[config.mk]
export PLATFORM = sky130hd
export DESIGN_NAME = winner_judge
export DESIGN_NICKNAME = d
export VERILOG_FILES = /design/src/rtl/winner_judge.sv
export SDC_FILE = /design/constraint.sdc
export NUM_CORES = 1
export LEC_CHECK = 0
export ABC_AREA = 1
export ABC_CLOCK_PERIOD_IN_PS = 3800
export CELL_PAD_IN_SITES_DETAIL_PLACEMENT = 2
export CELL_PAD_IN_SITES_GLOBAL_PLACEMENT = 2
export CORE_ASPECT_RATIO = 1.4
export CORE_UTILIZATION = 38
export CTS_CLUSTER_SIZE = 40
export DETAILED_ROUTE_END_ITERATION = 10
export DONT_BUFFER_PORTS = 1
export GPL_ROUTABILITY_DRIVEN = 0
export GPL_TIMING_DRIVEN = 0
export PLACE_DENSITY_LB_ADDON = 0.1
export SYNTH_ARGS = -nofsm -noshare
export SYNTH_HDL_FRONTEND = slang
export SYNTH_SLANG_ARGS = --single-unit
[constraint.sdc]
create_clock -name clk -period 3.8 [get_ports clk]
set_input_delay 0.38 -clock clk [delete_from_list [all_inputs] [get_ports clk]]
set_output_delay 0.38 -clock clk [all_outputs]
set_load 0.1 [all_outputs]
[src/rtl/winner_judge.sv]
// ---------------------------------------------------------------------------
// winner_judge
//
// Produces the winner_valid / winner_code verdict that lets the game state
// machine leave GAME. While a round is active it watches the collision and
// point pulses of the local and remote birds. If the second death lands
// within TIE_WINDOW cycles of the first, the round is a draw. The verdict is
// held until game_rst. The block also keeps a saturating score counter for
// each player, for the HUD.
//
// Optional feature (compile-time macro WINNER_JUDGE_SCORE_LIMIT_EN):
//   A point that takes a score to SCORE_LIMIT ends the round with that
//   player as the winner. A collision in the same cycle takes precedence.
//
// Parameters
//   TIE_WINDOW  : cycles after the first death in which the other player's
//                 death still counts as a draw (0 = no window)
//   SCORE_W     : width of each score counter
//   SCORE_LIMIT : outright winning score (only used with the macro defined)
//
// Ports
//   clk          : system clock
//   rst          : asynchronous, active-high reset
//   game_rst     : synchronous round clear (one-cycle pulse), top priority
//   game_active  : high while the game state machine is in GAME
//   local_hit    : local bird collision pulse
//   remote_hit   : remote bird collision pulse
//   local_point  : local bird passed a pipe
//   remote_point : remote bird passed a pipe
//   winner_valid : one-cycle verdict pulse
//   winner_code  : 00 none, 01 local wins, 10 remote wins, 11 draw
//   local_score  : local saturating score
//   remote_score : remote saturating score
//   pending      : high while the tie window is open
// ---------------------------------------------------------------------------
module winner_judge #(
    parameter int TIE_WINDOW  = 8,
    parameter int SCORE_W     = 8,
    parameter int SCORE_LIMIT = 50
) (
    input  logic               clk,
    input  logic               rst,
    input  logic               game_rst,
    input  logic               game_active,
    input  logic               local_hit,
    input  logic               remote_hit,
    input  logic               local_point,
    input  logic               remote_point,
    output logic               winner_valid,
    output logic [1:0]         winner_code,
    output logic [SCORE_W-1:0] local_score,
    output logic [SCORE_W-1:0] remote_score,
    output logic               pending
);

    typedef enum logic [2:0] {
        S_IDLE   = 3'd0,
        S_RUN    = 3'd1,
        S_PEND_L = 3'd2,
        S_PEND_R = 3'd3,
        S_REPORT = 3'd4,
        S_DONE   = 3'd5
    } state_t;

    localparam int CNT_W = (TIE_WINDOW > 0) ? $clog2(TIE_WINDOW + 1) : 1;
    localparam logic [CNT_W-1:0]   CNT_INIT  = CNT_W'(TIE_WINDOW);
    localparam logic [SCORE_W-1:0] SCORE_MAX = {SCORE_W{1'b1}};
    localparam logic [SCORE_W-1:0] LIMIT_VAL = SCORE_W'(SCORE_LIMIT);

    localparam logic [1:0] CODE_NONE   = 2'b00;
    localparam logic [1:0] CODE_LOCAL  = 2'b01;
    localparam logic [1:0] CODE_REMOTE = 2'b10;
    localparam logic [1:0] CODE_DRAW   = 2'b11;

`ifdef WINNER_JUDGE_SCORE_LIMIT_EN
    localparam bit LIMIT_EN = 1'b1;
`else
    localparam bit LIMIT_EN = 1'b0;
`endif

    state_t             state_q, state_d;
    logic [CNT_W-1:0]   cnt_q, cnt_d;
    logic [1:0]         verdict_q, verdict_d;
    logic               winner_valid_q, winner_valid_d;
    logic [1:0]         winner_code_q, winner_code_d;
    logic               pending_q, pending_d;
    logic [SCORE_W-1:0] local_score_q, local_score_d;
    logic [SCORE_W-1:0] remote_score_q, remote_score_d;

    logic [SCORE_W-1:0] local_inc_s;
    logic [SCORE_W-1:0] remote_inc_s;
    logic               local_lim_s;
    logic               remote_lim_s;

    // Saturating increment: holds at the all-ones value instead of wrapping.
    function automatic logic [SCORE_W-1:0] sat_inc(input logic [SCORE_W-1:0] val);
        if (val == SCORE_MAX) begin
            sat_inc = val;
        end else begin
            sat_inc = val + SCORE_W'(1);
        end
    endfunction

    // Next-state, verdict and score computation.
    always_comb begin
        state_d        = state_q;
        cnt_d          = cnt_q;
        verdict_d      = verdict_q;
        winner_valid_d = 1'b0;
        winner_code_d  = winner_code_q;
        local_score_d  = local_score_q;
        remote_score_d = remote_score_q;

        local_inc_s  = sat_inc(local_score_q);
        remote_inc_s = sat_inc(remote_score_q);
        // A limit is reached only when the point actually changes the score.
        local_lim_s  = LIMIT_EN && local_point &&
                       (local_score_q != LIMIT_VAL) && (local_inc_s == LIMIT_VAL);
        remote_lim_s = LIMIT_EN && remote_point &&
                       (remote_score_q != LIMIT_VAL) && (remote_inc_s == LIMIT_VAL);

        if (game_rst) begin
            state_d        = S_IDLE;
            cnt_d          = '0;
            verdict_d      = CODE_NONE;
            winner_code_d  = CODE_NONE;
            local_score_d  = '0;
            remote_score_d = '0;
        end else begin
            case (state_q)
                S_IDLE: begin
                    if (game_active) begin
                        state_d = S_RUN;
                    end else begin
                        state_d = S_IDLE;
                    end
                end
                S_RUN: begin
                    if (local_point) begin
                        local_score_d = local_inc_s;
                    end else begin
                        local_score_d = local_score_q;
                    end
                    if (remote_point) begin
                        remote_score_d = remote_inc_s;
                    end else begin
                        remote_score_d = remote_score_q;
                    end
                    // A dead bird means the other player wins, so local_hit maps to 10.
                    if (local_hit && remote_hit) begin
                        state_d   = S_REPORT;
                        verdict_d = CODE_DRAW;
                    end else if (local_hit) begin
                        if (TIE_WINDOW == 0) begin
                            state_d   = S_REPORT;
                            verdict_d = CODE_REMOTE;
                        end else begin
                            state_d = S_PEND_L;
                            cnt_d   = CNT_INIT;
                        end
                    end else if (remote_hit) begin
                        if (TIE_WINDOW == 0) begin
                            state_d   = S_REPORT;
                            verdict_d = CODE_LOCAL;
                        end else begin
                            state_d = S_PEND_R;
                            cnt_d   = CNT_INIT;
                        end
                    end else if (local_lim_s || remote_lim_s) begin
                        state_d   = S_REPORT;
                        verdict_d = {remote_lim_s, local_lim_s};
                    end else if (!game_active) begin
                        state_d = S_IDLE;
                    end else begin
                        state_d = S_RUN;
                    end
                end
                S_PEND_L: begin
                    // The count at the last window edge is 1, so expiry is detected there.
                    if (remote_hit) begin
                        state_d   = S_REPORT;
                        verdict_d = CODE_DRAW;
                        cnt_d     = '0;
                    end else if (cnt_q <= CNT_W'(1)) begin
                        state_d   = S_REPORT;
                        verdict_d = CODE_REMOTE;
                        cnt_d     = '0;
                    end else begin
                        cnt_d = cnt_q - CNT_W'(1);
                    end
                end
                S_PEND_R: begin
                    if (local_hit) begin
                        state_d   = S_REPORT;
                        verdict_d = CODE_DRAW;
                        cnt_d     = '0;
                    end else if (cnt_q <= CNT_W'(1)) begin
                        state_d   = S_REPORT;
                        verdict_d = CODE_LOCAL;
                        cnt_d     = '0;
                    end else begin
                        cnt_d = cnt_q - CNT_W'(1);
                    end
                end
                S_REPORT: begin
                    winner_valid_d = 1'b1;
                    winner_code_d  = verdict_q;
                    state_d        = S_DONE;
                end
                S_DONE: begin
                    state_d = S_DONE;
                end
                default: begin
                    state_d = S_IDLE;
                end
            endcase
        end

        pending_d = (state_d == S_PEND_L) || (state_d == S_PEND_R);
    end

    // State and output registers.
    always_ff @(posedge clk or posedge rst) begin
        if (rst) begin
            state_q        <= S_IDLE;
            cnt_q          <= '0;
            verdict_q      <= CODE_NONE;
            winner_valid_q <= 1'b0;
            winner_code_q  <= CODE_NONE;
            pending_q      <= 1'b0;
            local_score_q  <= '0;
            remote_score_q <= '0;
        end else begin
            state_q        <= state_d;
            cnt_q          <= cnt_d;
            verdict_q      <= verdict_d;
            winner_valid_q <= winner_valid_d;
            winner_code_q  <= winner_code_d;
            pending_q      <= pending_d;
            local_score_q  <= local_score_d;
            remote_score_q <= remote_score_d;
        end
    end

    assign winner_valid = winner_valid_q;
    assign winner_code  = winner_code_q;
    assign pending      = pending_q;
    assign local_score  = local_score_q;
    assign remote_score = remote_score_q;

endmodule
Word level (Yosys, flattened, before mapping)
Index checks and enable logic that the tools add are counted.
{"block": "classes", "div": 0, "n_addsub": 3, "reduce_logical": 13, "n_shift": 0, "n_bitwise": 0, "n_mux": 36, "order_cmp": 1, "eq_ne": 16, "multipliers": 0}
{"op": "two-way mux 8 bit", "count": 8}
{"op": "two-way mux 4 bit", "count": 7}
{"op": "two-way mux 2 bit", "count": 10}
{"op": "adder 8 x 1 -> 8 bit, second input constant", "count": 2}
{"op": "== test 8 bit, second input constant", "count": 2}
{"op": "two-way mux 3 bit", "count": 5}
{"op": "one-hot mux 3 bit (5 select lines)", "count": 1}
{"op": "== test 3 x 2 -> 1 bit, second input constant", "count": 4}
{"op": "inequality test 4 bit, second input constant", "count": 3}
{"op": "one-hot mux 4 bit (3 select lines)", "count": 1}
{"op": "AND reduction 3 bit", "count": 3}
{"op": "nonzero test 2 bit", "count": 4}
{"op": "== test 3 bit, second input constant", "count": 2}
{"op": "inequality test 3 bit, second input constant", "count": 2}
{"op": "one-hot mux 2 bit (3 select lines)", "count": 1}
{"op": "less-or-equal comparator 4 x 1 -> 1 bit, second input constant", "count": 1}
{"op": "inequality test 2 bit, second input constant", "count": 2}
{"op": "AND reduction 4 bit", "count": 1}
{"op": "nonzero test 4 bit", "count": 1}
{"op": "subtractor 4 x 1 -> 4 bit, second input constant", "count": 1}
{"op": "== test 3 x 1 -> 1 bit, second input constant", "count": 1}
{"op": "logical NOT 3 bit", "count": 1}
{"op": "two-way mux 1 bit", "count": 3}
{"op": "OR reduction 2 bit", "count": 1}
{"op": "other kinds (2)", "count": 2}
{"block": "totals", "ramBits": 0, "latch_bits": 0, "memories": 0, "mem_bits_ro": 0, "out_inout_bits": 20, "reg_bits": 29, "input_bits": 8}

Longest topological paths before layout
Gate-level depths: netlist (run 1).
{"block": "logic_depth", "ltp_word": 8, "mapped_depth": 10, "ltp_nobuf": 10}

Worst setup path before layout (run 1)
Ideal clock, no wire load.
{"block": "synth_timing", "path_kind": "flip-flop to flip-flop", "from": "register remote_score_q[0], in the netlist remote_score[0]", "to": "register remote_score_q[6], in the netlist remote_score[6]", "arrival_time_ps": 1994, "stages_incl_launch_ff": 9, "setup_slack_ps": 1730, "synth_period_minus_slack_ps": 2070, "path_buffers": 1, "required_time_ps": 3724, "setup_ps": 76, "cell_sequence": "dfrtp_1 ha_1 nand2_1 nor2_2 nand3_1 nand3_4 buf_6 nand2_1 o21ai_1"}
{"block": "synth_between", "elab_chain_len": 5}
{"item": "start, declared", "line": "88", "rtl": "logic [SCORE_W-1:0] remote_score_q, remote_score_d;"}
{"item": "start signal, assigned", "line": "241", "rtl": "remote_score_q <= remote_score_d;"}
{"item": "adder 8 x 1 -> 8 bit", "line": "100", "rtl": "sat_inc = val + SCORE_W'(1);"}
{"item": "two-way mux 8 bit", "line": "97", "rtl": "if (val == SCORE_MAX) begin"}
{"item": "two-way mux 8 bit", "line": "144", "rtl": "if (remote_point) begin"}
{"item": "two-way mux 8 bit", "line": "130", "rtl": "case (state_q)"}
{"item": "two-way mux 8 bit", "line": "122", "rtl": "if (game_rst) begin"}
Several ways; a longest one is shown, not always the timed one. The select of a mux whose other input is x is not followed.
A chain may end at the register's enable or synchronous reset.

Worst setup path in the final report (run 1)
{"block": "layout_timing", "from": "register remote_score_q[0], in the netlist remote_score[0]", "to": "register remote_score_q[7], in the netlist remote_score[7]"}
Same word-level chain as after synthesis.

==> results.toml, run 1 <==
[worst_setup_path]
slowest_delay_ns = 1.02
arrival_ns = 2.61
cp_common_cell = "nand2_1"
cp-start-kind = "register"
cp.required_ns = 4.01
crit_type = "reg2reg"
end_kind = "register"
cp_slowest_cell = "dfrtp_1"
crit_chain = "ha_1 -> nand2_1 -> nor2_2 -> nand3_1 -> nand3_4 -> buf_6 -> nand2_1 -> o21ai_1"
cp_num_cells = 8
critical_path_buf_inv_count = 1
r2r.worst_path.cells = 8
r2r_setup_slack_ns = 1.41
worstPathMaxFanout = 10
path_delay_family = "flip-flops"

[final_layout]
diodes = 0
drive_gt1_frac = 0.182
fin_nets = 288
area.growth.synth_to_final_pct = 8.47
finalInstanceArea_um2 = 2130

[sta]
setup_viol = 0
worst-slew-pin-transition_ns = 1.19
hold_violations = 0
drv_slew = 0
slew_headroom = 0.206
fin_skew_ns = 0.00491
rsz0062_at_grt = "false"
holdWs_ns = 0.305
min_period_ns = 2.39
fin_crit_sh = 0.630
fmax_mhz = 418
setup_tns_ns = 0

[route]
first_pass_iters = 4
antenna_left = 0
drt-total-wl_um = 5500
route.detailed.drc = 0
viasPerCell = 5.23
vias = 1773
drt_iter0_drc = 36
wl_per_cell_um = 16.2

[place]
portBuffers = 0
hpwl_um = 4030
dpl_cell_area_um2 = 2040

[clock_network]
root_buffer = "clkbuf_8"
htreeDepth = 2
numCtsBuffers = 5
cts_hold_buf = 0
clock-sinks = 29
cts.clk_slew.worst_paths_ns = 0.07
cts.path.max_buffers = 2
cts_tree = "built"
postCtsSetupBuffers = 0
clk_latency_ns = 0.28
ctsResizeCount = 0

[floorplanning]
start_util = 0.399
die-area_um2 = 5460
core_area_um2 = 4920
io_pins = 28
die_x_um = 62.8
rows = 30
dieHeight_um = 87.1

[grt]
grt_pass1_wl_um = 9280
grt_max_degree = 30
grt_pass1_vias = 1925
grt_usage = 0.224
grt_overflow = 0
grt_antenna_before_repair = 0
met1_usage = 0.249
use_met3 = 0.0380
top_usage_layer = "met2"
use_met2 = 0.425

[yosys]
synth_top_family_by_area = "simple AND/OR/NAND/NOR gates"
synthCells = 268
muxShareOfSynthArea = 0
synth_fa_ha_area_frac = 0.0318
synth-simple-area-share = 0.403
synth-seq-cells = 29
synth_area_leaders = "dfrtp_1 37%, nand2_1 15%, nand3_1 7.9%"
synth_xor_area_frac = 0.0223
synth-compound-area-share = 0.0739
ys_seq_area_frac = 0.369
synth_top_cell_by_area = "dfrtp_1"
synth_cell_types = 30
yosysWarnings = 0
synth_area_um2 = 1960
synth_nets = 281
syn_avg_cell_area_um2 = 7.33
yosysTopAreaCellShare = 0.369

[power_and_ir_drop]
p_per_area_nw_per_um2 = 419
p_leak_nw = 1.11
max-vdd-ir-drop_mv = 0.144

[flow_run]
drv_cap = 0

[min_path]
hp-class = "in2async"

[outcome]
status = "finished, final reports clean"
## layout make-up
type	instances	area [µm²]
well taps	64	80.1
inverters	33	130
flip-flops and latches	29	726
multi-input cells	199	1040
fillers	616	2790
clock buffers	7	86.3
plain buffers	7	66.3
## layout by cell type (no fill, tap or decap), types with 4 or more instances in the layout
cell type and count:
nand2_1 79, nand3_1 31, dfrtp_1 29, inv_1 28, nor2_1 26, o21ai_2 9, nand2_2 8, o21ai_0 7
nand4_1 7, clkbuf_8 6, ha_1 5, nor2_2 4, xor2_1 4, or2_2 4
## metal layers
layer  vias up  share of wire  wire (µm)
met3         6          0.021        116
met4         0          0.014         78
li1        861              -          -
met1       884           0.43       2360
met2        22           0.54       2950
met5         -              0          0
## registers in the layout, indices dropped and copies added, names as in the netlist
register,cells
cnt_q,4
local_score,8
pending,1
remote_score,8
state_q,3
verdict_q,2
winner_code,2
winner_valid,1
## cell usage after synthesis
| library cell | number |
|---|---|
| buf_8 | 1 |
| nand2_2 | 8 |
| xor2_1 | 4 |
| a31oi_1 | 1 |
| nor2_1 | 26 |
| nand2_4 | 1 |
| xnor2_1 | 1 |
| nand3_2 | 3 |
| buf_4 | 1 |
| or2_2 | 4 |
| o21ai_2 | 9 |
| nand3_4 | 1 |
| inv_1 | 28 |
| o21ai_1 | 3 |
| nand4_1 | 7 |
| nand3b_4 | 1 |
| buf_6 | 3 |
| clkinv_4 | 1 |
| nor2_4 | 1 |
| a21oi_1 | 2 |
| inv_2 | 3 |
| nand3_1 | 31 |
| ha_1 | 5 |
| nor2_2 | 4 |
| nand3b_1 | 1 |
| dfrtp_1 | 29 |
| buf_2 | 2 |
| o21ai_0 | 7 |
| clkinv_2 | 1 |
| nand2_1 | 79 |
## path summary, 6_finish.rpt
| path | start | end |
|---|---|---|
| max | remote_score[0]$_DFFE_PP0P_ | remote_score[7]$_DFFE_PP0P_ |
| min | rst | remote_score[3]$_DFFE_PP0P_ |
| max in group asynchronous | rst | winner_code[0]$_DFFE_PP0P_ |
| min in group clk | game_active | state_q[0]$_DFF_PP0_ |
| max reg2reg | remote_score[0]$_DFFE_PP0P_ | remote_score[7]$_DFFE_PP0P_ |
| min reg2reg | verdict_q[1]$_DFFE_PP0P_ | winner_code[1]$_DFFE_PP0P_ |
## report_power, final
part / internal, mW / leakage, nW / switching (mW)
Sequential: 0.329 / 0.395 / 0.145
Clock: 0.144 / 0.0443 / 0.122
Combinational: 0.0545 / 0.671 / 0.0988
## through the flow
stage / instances / worst slack, ns / util / power [mW]
finish: 339 / 1.41 / 0.433 / 0.893
CTS: 339 / 1.40 / 0.433 / 0.907
detailed placement: 332 / 1.46 / 0.416 / 0.636
global placement: 332 / 1.55 / 0.416 / 0.626
floorplan: 268 / 1.73 / - / 0.594
global route: 339 / 1.28 / 0.433 / 0.937
## worst register-to-register path, stage by stage, from the launching register on
cell     delay, ns
dfrtp_1       1.02
ha_1          0.34
nand2_1       0.12
nor2_2        0.22
nand3_1       0.15
nand3_4       0.12
buf_6         0.17
nand2_1       0.06
o21ai_1       0.11
## logic make-up after synthesis
logic type,after synthesis
flops,29
xor+xnor,5
fa+ha+maj,5
simple gates,167
buf+inv,40
compound gates,22
(Power assumes the default switching activity.)
==> inputs of run 2 (changes only) <==
--- a/config.mk
+++ b/config.mk
@@ -6,11 +6,11 @@
 export NUM_CORES = 1
 export LEC_CHECK = 0
 export ABC_AREA = 1
-export ABC_CLOCK_PERIOD_IN_PS = 3800
+export ABC_CLOCK_PERIOD_IN_PS = 2100
 export CELL_PAD_IN_SITES_DETAIL_PLACEMENT = 2
 export CELL_PAD_IN_SITES_GLOBAL_PLACEMENT = 2
 export CORE_ASPECT_RATIO = 1.4
-export CORE_UTILIZATION = 38
+export CORE_UTILIZATION = 32
 export CTS_CLUSTER_SIZE = 40
 export DETAILED_ROUTE_END_ITERATION = 10
 export DONT_BUFFER_PORTS = 1
==> constraint.sdc (replaced) <==
create_clock -name clk -period 2.1 [get_ports clk]
set_input_delay 0.21 -clock clk [delete_from_list [all_inputs] [get_ports clk]]
set_output_delay 0.21 -clock clk [all_outputs]
set_load 0.1 [all_outputs]
==> run 2 against run 1 <==
  * Final cell count rose by 2.7%
  * Core utilization fell by 6.2 points
  * Power rose by 80%
  * Sequential power rose by 81%
  * Critical endpoint is now local_score[2]$_DFFE_PP0P_
  * Largest power group unchanged
  * Via count rose by 1.4%
  * Hold slack got worse by 0.080 ns
==> results.toml, run 2 (same netlist as run 1, synthesis figures left out) <==
[outcome]
status = "finished, final reports clean"

[route]
vias = 1797
viasPerCell = 5.16
drt-total-wl_um = 5470
wl_per_cell_um = 15.7
first_pass_iters = 3
route.detailed.drc = 0
drt_iter0_drc = 37
antenna_left = 0

[clock_network]
cts.path.max_buffers = 2
cts.clk_slew.worst_paths_ns = 0.06
postCtsSetupBuffers = 0
root_buffer = "clkbuf_8"
numCtsBuffers = 5
htreeDepth = 2
clock-sinks = 29
clk_latency_ns = 0.29
cts_tree = "built"

[floorplanning]
core_area_um2 = 5900
dieHeight_um = 94.7
start_util = 0.333
io_pins = 28
rows = 33
die_x_um = 68.2
die-area_um2 = 6460

[worst_setup_path]
end_kind = "register"
slowest_delay_ns = 1.02
cp_slowest_cell = "dfrtp_1"
path_delay_family = "flip-flops"
worstSetupStartpoint = "local_score[2]$_DFFE_PP0P_"
arrival_ns = 2.18
crit_chain = "inv_2 -> nor2_4 -> nand3_2 -> nand3b_4 -> buf_8 -> nand2_2 -> o21ai_2"
timing.rr.start = "local_score[2]$_DFFE_PP0P_"
critical_path_buf_inv_count = 2
worstPathMaxFanout = 10
cp-start-kind = "register"
cp.required_ns = 2.32
crit_type = "reg2reg"

[sta]
setup_viol = 0
min_period_ns = 1.96
finalWorstSetupSlack_ns = 0.137
fmax_mhz = 509
drv_slew = 0
rsz0062_at_grt = "false"
holdWs_ns = 0.224
hold_violations = 0
slew_headroom = 0.319
fin_crit_sh = 0.935
worst-slew-pin-transition_ns = 1.02
fin_skew_ns = 0.00593

[grt]
grt_antenna_before_repair = 0
grt_pass1_vias = 1955
grt_usage = 0.192
grt_max_degree = 30
grt_overflow = 0
grt_pass1_wl_um = 9140

[final_layout]
layout_commonest_cell = "nand2_1"
area.growth.synth_to_final_pct = 11.5
mostFrequentLayoutCells = "79 x nand2_1, 31 x nand3_1, 28 x inv_1"
fin_nets = 290
drive_gt1_frac = 0.237
num-fill-cells = 713
diodes = 0

[place]
hpwl_um = 4140
portBuffers = 0
dp_slack_ns = -0.178

[min_path]
hold_start = "local_point"
hp-class = "in2reg"

[power_and_ir_drop]
p_per_area_nw_per_um2 = 733
p_leak_nw = 1.11
max-vdd-ir-drop_mv = 0.507

[flow_run]
drv_cap = 0
==> run 2: area by class of cell <==
class                      count  area (µm²)  share of cell area
tap                           70        87.6              0.0400
buffer                         7        66.3              0.0303
clock inverter                 2        10.0             0.00457
multi-input combinational    199        1040               0.476
timing repair buffer           2        37.5              0.0171
sequential                    29         743               0.339
inverter                      33         130              0.0594
clock buffer                   6        72.6              0.0331
==> run 2: report_power, final <==
part	switching, mW	internal [mW]
clock	0.231	0.229
sequential	0.261	0.601
combinational	0.178	0.104
==> run 2: worst reg2reg max path, delay by kind of cell, from the launching register on <==
kind                   cells  cell delay (ns)
DFF                        1             1.02
and+or+nand+nor            4             0.50
buffers and inverters      2             0.31
AOI/OAI and AO/OA          1             0.08
==> run 2: what timing repair did <==
action                                  in CTS  in global routing
hold buffers                                 0                  1
resized for setup                            5                  9
endpoints found under the setup margin      16                 12
endpoints found under the hold margin        0                 11
==> run 2: through the flow <==
stage	util	cells	TNS, ns	power, mW	area, µm²
5_1_grt	0.371	348	0	1.68	2190
3_5_place_dp	0.348	338	-1.94	1.15	2050
2_1_floorplan	-	268	0	1.07	1960
3_3_place_gp	0.348	338	-1.52	1.14	2050
6_report	0.371	348	0	1.60	2190
4_1_cts	0.363	346	0	1.63	2140
==> run 2: worst paths after layout <==
| check | to | slack, ns | cells after the start |
|---|---|---|---|
| max | local_score[2]$_DFFE_PP0P_ | 0.14 | 7 |
| min | local_score[6]$_DFFE_PP0P_ | 0.22 | 4 |
| max reg2reg | local_score[2]$_DFFE_PP0P_ | 0.14 | 7 |
| min reg2reg | winner_code[0]$_DFFE_PP0P_ | 0.48 | 2 |
| max in group asynchronous | local_score[1]$_DFFE_PP0P_ | 1.14 | 3 |
| min in group asynchronous | remote_score[2]$_DFFE_PP0P_ | 0.44 | 2 |
==> run 2: routing by layer <==
layer | track usage | vias to the layer above | wire length [µm]
li1 | - | 866 | -
met4 | 0.0608 | 0 | 68
met2 | 0.344 | 24 | 2900
met1 | 0.215 | 902 | 2320
met3 | 0.0483 | 5 | 188
met5 | 0 | - | 0
==> inputs of run 3 (changes only) <==
--- a/config.mk
+++ b/config.mk
@@ -6,11 +6,12 @@
 export NUM_CORES = 1
 export LEC_CHECK = 0
 export ABC_AREA = 1
-export ABC_CLOCK_PERIOD_IN_PS = 2100
+export ABC_CLOCK_PERIOD_IN_PS = 2400
 export CELL_PAD_IN_SITES_DETAIL_PLACEMENT = 2
 export CELL_PAD_IN_SITES_GLOBAL_PLACEMENT = 2
 export CORE_ASPECT_RATIO = 1.4
-export CORE_UTILIZATION = 32
+export CORE_MARGIN = 3
+export CORE_UTILIZATION = 38
 export CTS_CLUSTER_SIZE = 40
 export DETAILED_ROUTE_END_ITERATION = 10
 export DONT_BUFFER_PORTS = 1
==> constraint.sdc (replaced) <==
create_clock -name clk -period 2.4 [get_ports clk]
set_input_delay 0.24 -clock clk [delete_from_list [all_inputs] [get_ports clk]]
set_output_delay 0.24 -clock clk [all_outputs]
set_load 0.1 [all_outputs]
==> run 3 against run 2 <==
  * Final cell count down 2.3%
  * Final area decreased by 1.1%
  * Maximum frequency down 13%
  * Flip-flop and latch count unchanged
  * Combinational power fell by 14%
  * Via count shrank 1.7%
  * Clock power up 19%
  * Clock-buffer cell count up 1
  * Critical path depth grew 1
  * Routed wire length increased by 1.7%
  * Highest routed layer unchanged
==> results.toml, run 3 (same netlist as run 1, synthesis figures left out) <==
[floorplanning]
start_util = 0.399
die_x_um = 66.8
core_area_um2 = 4920
dieHeight_um = 91.1
rows = 30
die-area_um2 = 6080
io_pins = 28

[worst_setup_path]
critical_path_buf_inv_count = 1
path_delay_family = "flip-flops"
slowest_delay_ns = 0.98
cp-start-kind = "register"
end_kind = "register"
reg2reg_to = "local_score[2]$_DFFE_PP0P_"
cp.required_ns = 2.62
cp_slowest_cell = "dfrtp_1"
crit_type = "reg2reg"
worstPathMaxFanout = 10
r2r.worst_path.cells = 8
r2r_setup_slack_ns = 0.15
timing.rr.start = "local_score[1]$_DFFE_PP0P_"
crit_chain = "ha_1 -> nand2_1 -> nor2_4 -> nand3_2 -> nand3b_4 -> buf_8 -> nand2_2 -> o21ai_2"
arrival_ns = 2.47

[min_path]
hp-class = "in2async"

[clock_network]
cts_tree = "built"
cts_hold_buf = 0
cts.path.max_buffers = 2
htreeDepth = 2
clock-sinks = 29
clk_latency_ns = 0.29
numCtsBuffers = 5
cts.clk_slew.worst_paths_ns = 0.07
postCtsSetupBuffers = 0
ctsResizeCount = 0
root_buffer = "clkbuf_8"

[final_layout]
mostFrequentLayoutCells = "79 x nand2_1, 31 x nand3_1, 28 x inv_1"
diodes = 0
drive_gt1_frac = 0.196
area.growth.synth_to_final_pct = 10.2
stdcell_count = 340
fin_util = 0.440
fin_nets = 288
layout_commonest_cell = "nand2_1"

[route]
drt_iter0_drc = 61
route.met2.wl_um = 3010
vias = 1767
viasPerCell = 5.20
route.detailed.drc = 0
first_pass_iters = 4
drt-total-wl_um = 5570
wl_met3_um = 137
wl_per_cell_um = 16.4
antenna_left = 0
drt-met1-wl_um = 2360
routed.top_layer = "met4"

[sta]
hold_violations = 0
fmax_mhz = 445
fin_skew_ns = 0.00753
drv_slew = 0
rsz0062_at_grt = "false"
fin_crit_sh = 0.935
worst-slew-pin-transition_ns = 1.17
setup_tns_ns = 0
slew_headroom = 0.217
min_period_ns = 2.25
holdWs_ns = 0.151
setup_viol = 0

[power_and_ir_drop]
p_leak_nw = 1.12
max-vdd-ir-drop_mv = 0.272
p_per_area_nw_per_um2 = 713
fin_total_pwr_mw = 1.54

[grt]
grt_overflow = 0
grt_usage = 0.203
grt_pass1_wl_um = 9540
grt_antenna_before_repair = 0
grt_pass1_vias = 1917
grt_max_degree = 30

[place]
place_inst = 332
hpwl_um = 4010
portBuffers = 0

[flow_run]
drv_cap = 0

[outcome]
status = "finished, final reports clean"
-- run 3: cell type report --
type                    instances  area [µm²]
well taps                      64        80.1
fillers                       610        2750
clock inverters                 1        30.0
inverters                      33         130
multi-input cells             199        1040
clock buffers                   7        86.3
plain buffers                   7        66.3
flip-flops and latches         29         729
-- run 3: worst max-delay path by stage --
stage                                      from                     endpoint  slack (ns)  depth (start not counted)
global placement    remote_score[0]$_DFFE_PP0P_  remote_score[6]$_DFFE_PP0P_        0.15                          8
detailed placement  remote_score[0]$_DFFE_PP0P_  remote_score[7]$_DFFE_PP0P_        0.11                          8
finish               local_score[1]$_DFFE_PP0P_   local_score[2]$_DFFE_PP0P_        0.15                          8
global route         local_score[1]$_DFFE_PP0P_   local_score[2]$_DFFE_PP0P_      0.0002                          8
floorplan           remote_score[0]$_DFFE_PP0P_  remote_score[6]$_DFFE_PP0P_        0.33                          8
CTS                 remote_score[0]$_DFFE_PP0P_  remote_score[7]$_DFFE_PP0P_        0.06                          8
-- run 3: layer usage --
metal	vias up	global-route usage
met5	-	0
met2	20	0.357
met3	5	0.0408
li1	862	-
met1	880	0.248
met4	0	0.0458
-- run 3: metrics by stage --
stage / instance area [µm²] / setup slack (ns)
final: 2160 / 0.155
after global routing: 2160 / 0.000172
after CTS: 2160 / 0.0617
after detailed placement: 2040 / 0.110
after global placement: 2040 / 0.149
after floorplan: 1960 / 0.330
-- run 3: where the power goes --
| part | leakage [nW] | internal [mW] | switching (mW) |
|---|---|---|---|
| registers | 0.391 | 0.524 | 0.229 |
| clock network | 0.0585 | 0.339 | 0.208 |
| logic | 0.671 | 0.0857 | 0.156 |
| total | 1.12 | 0.948 | 0.594 |
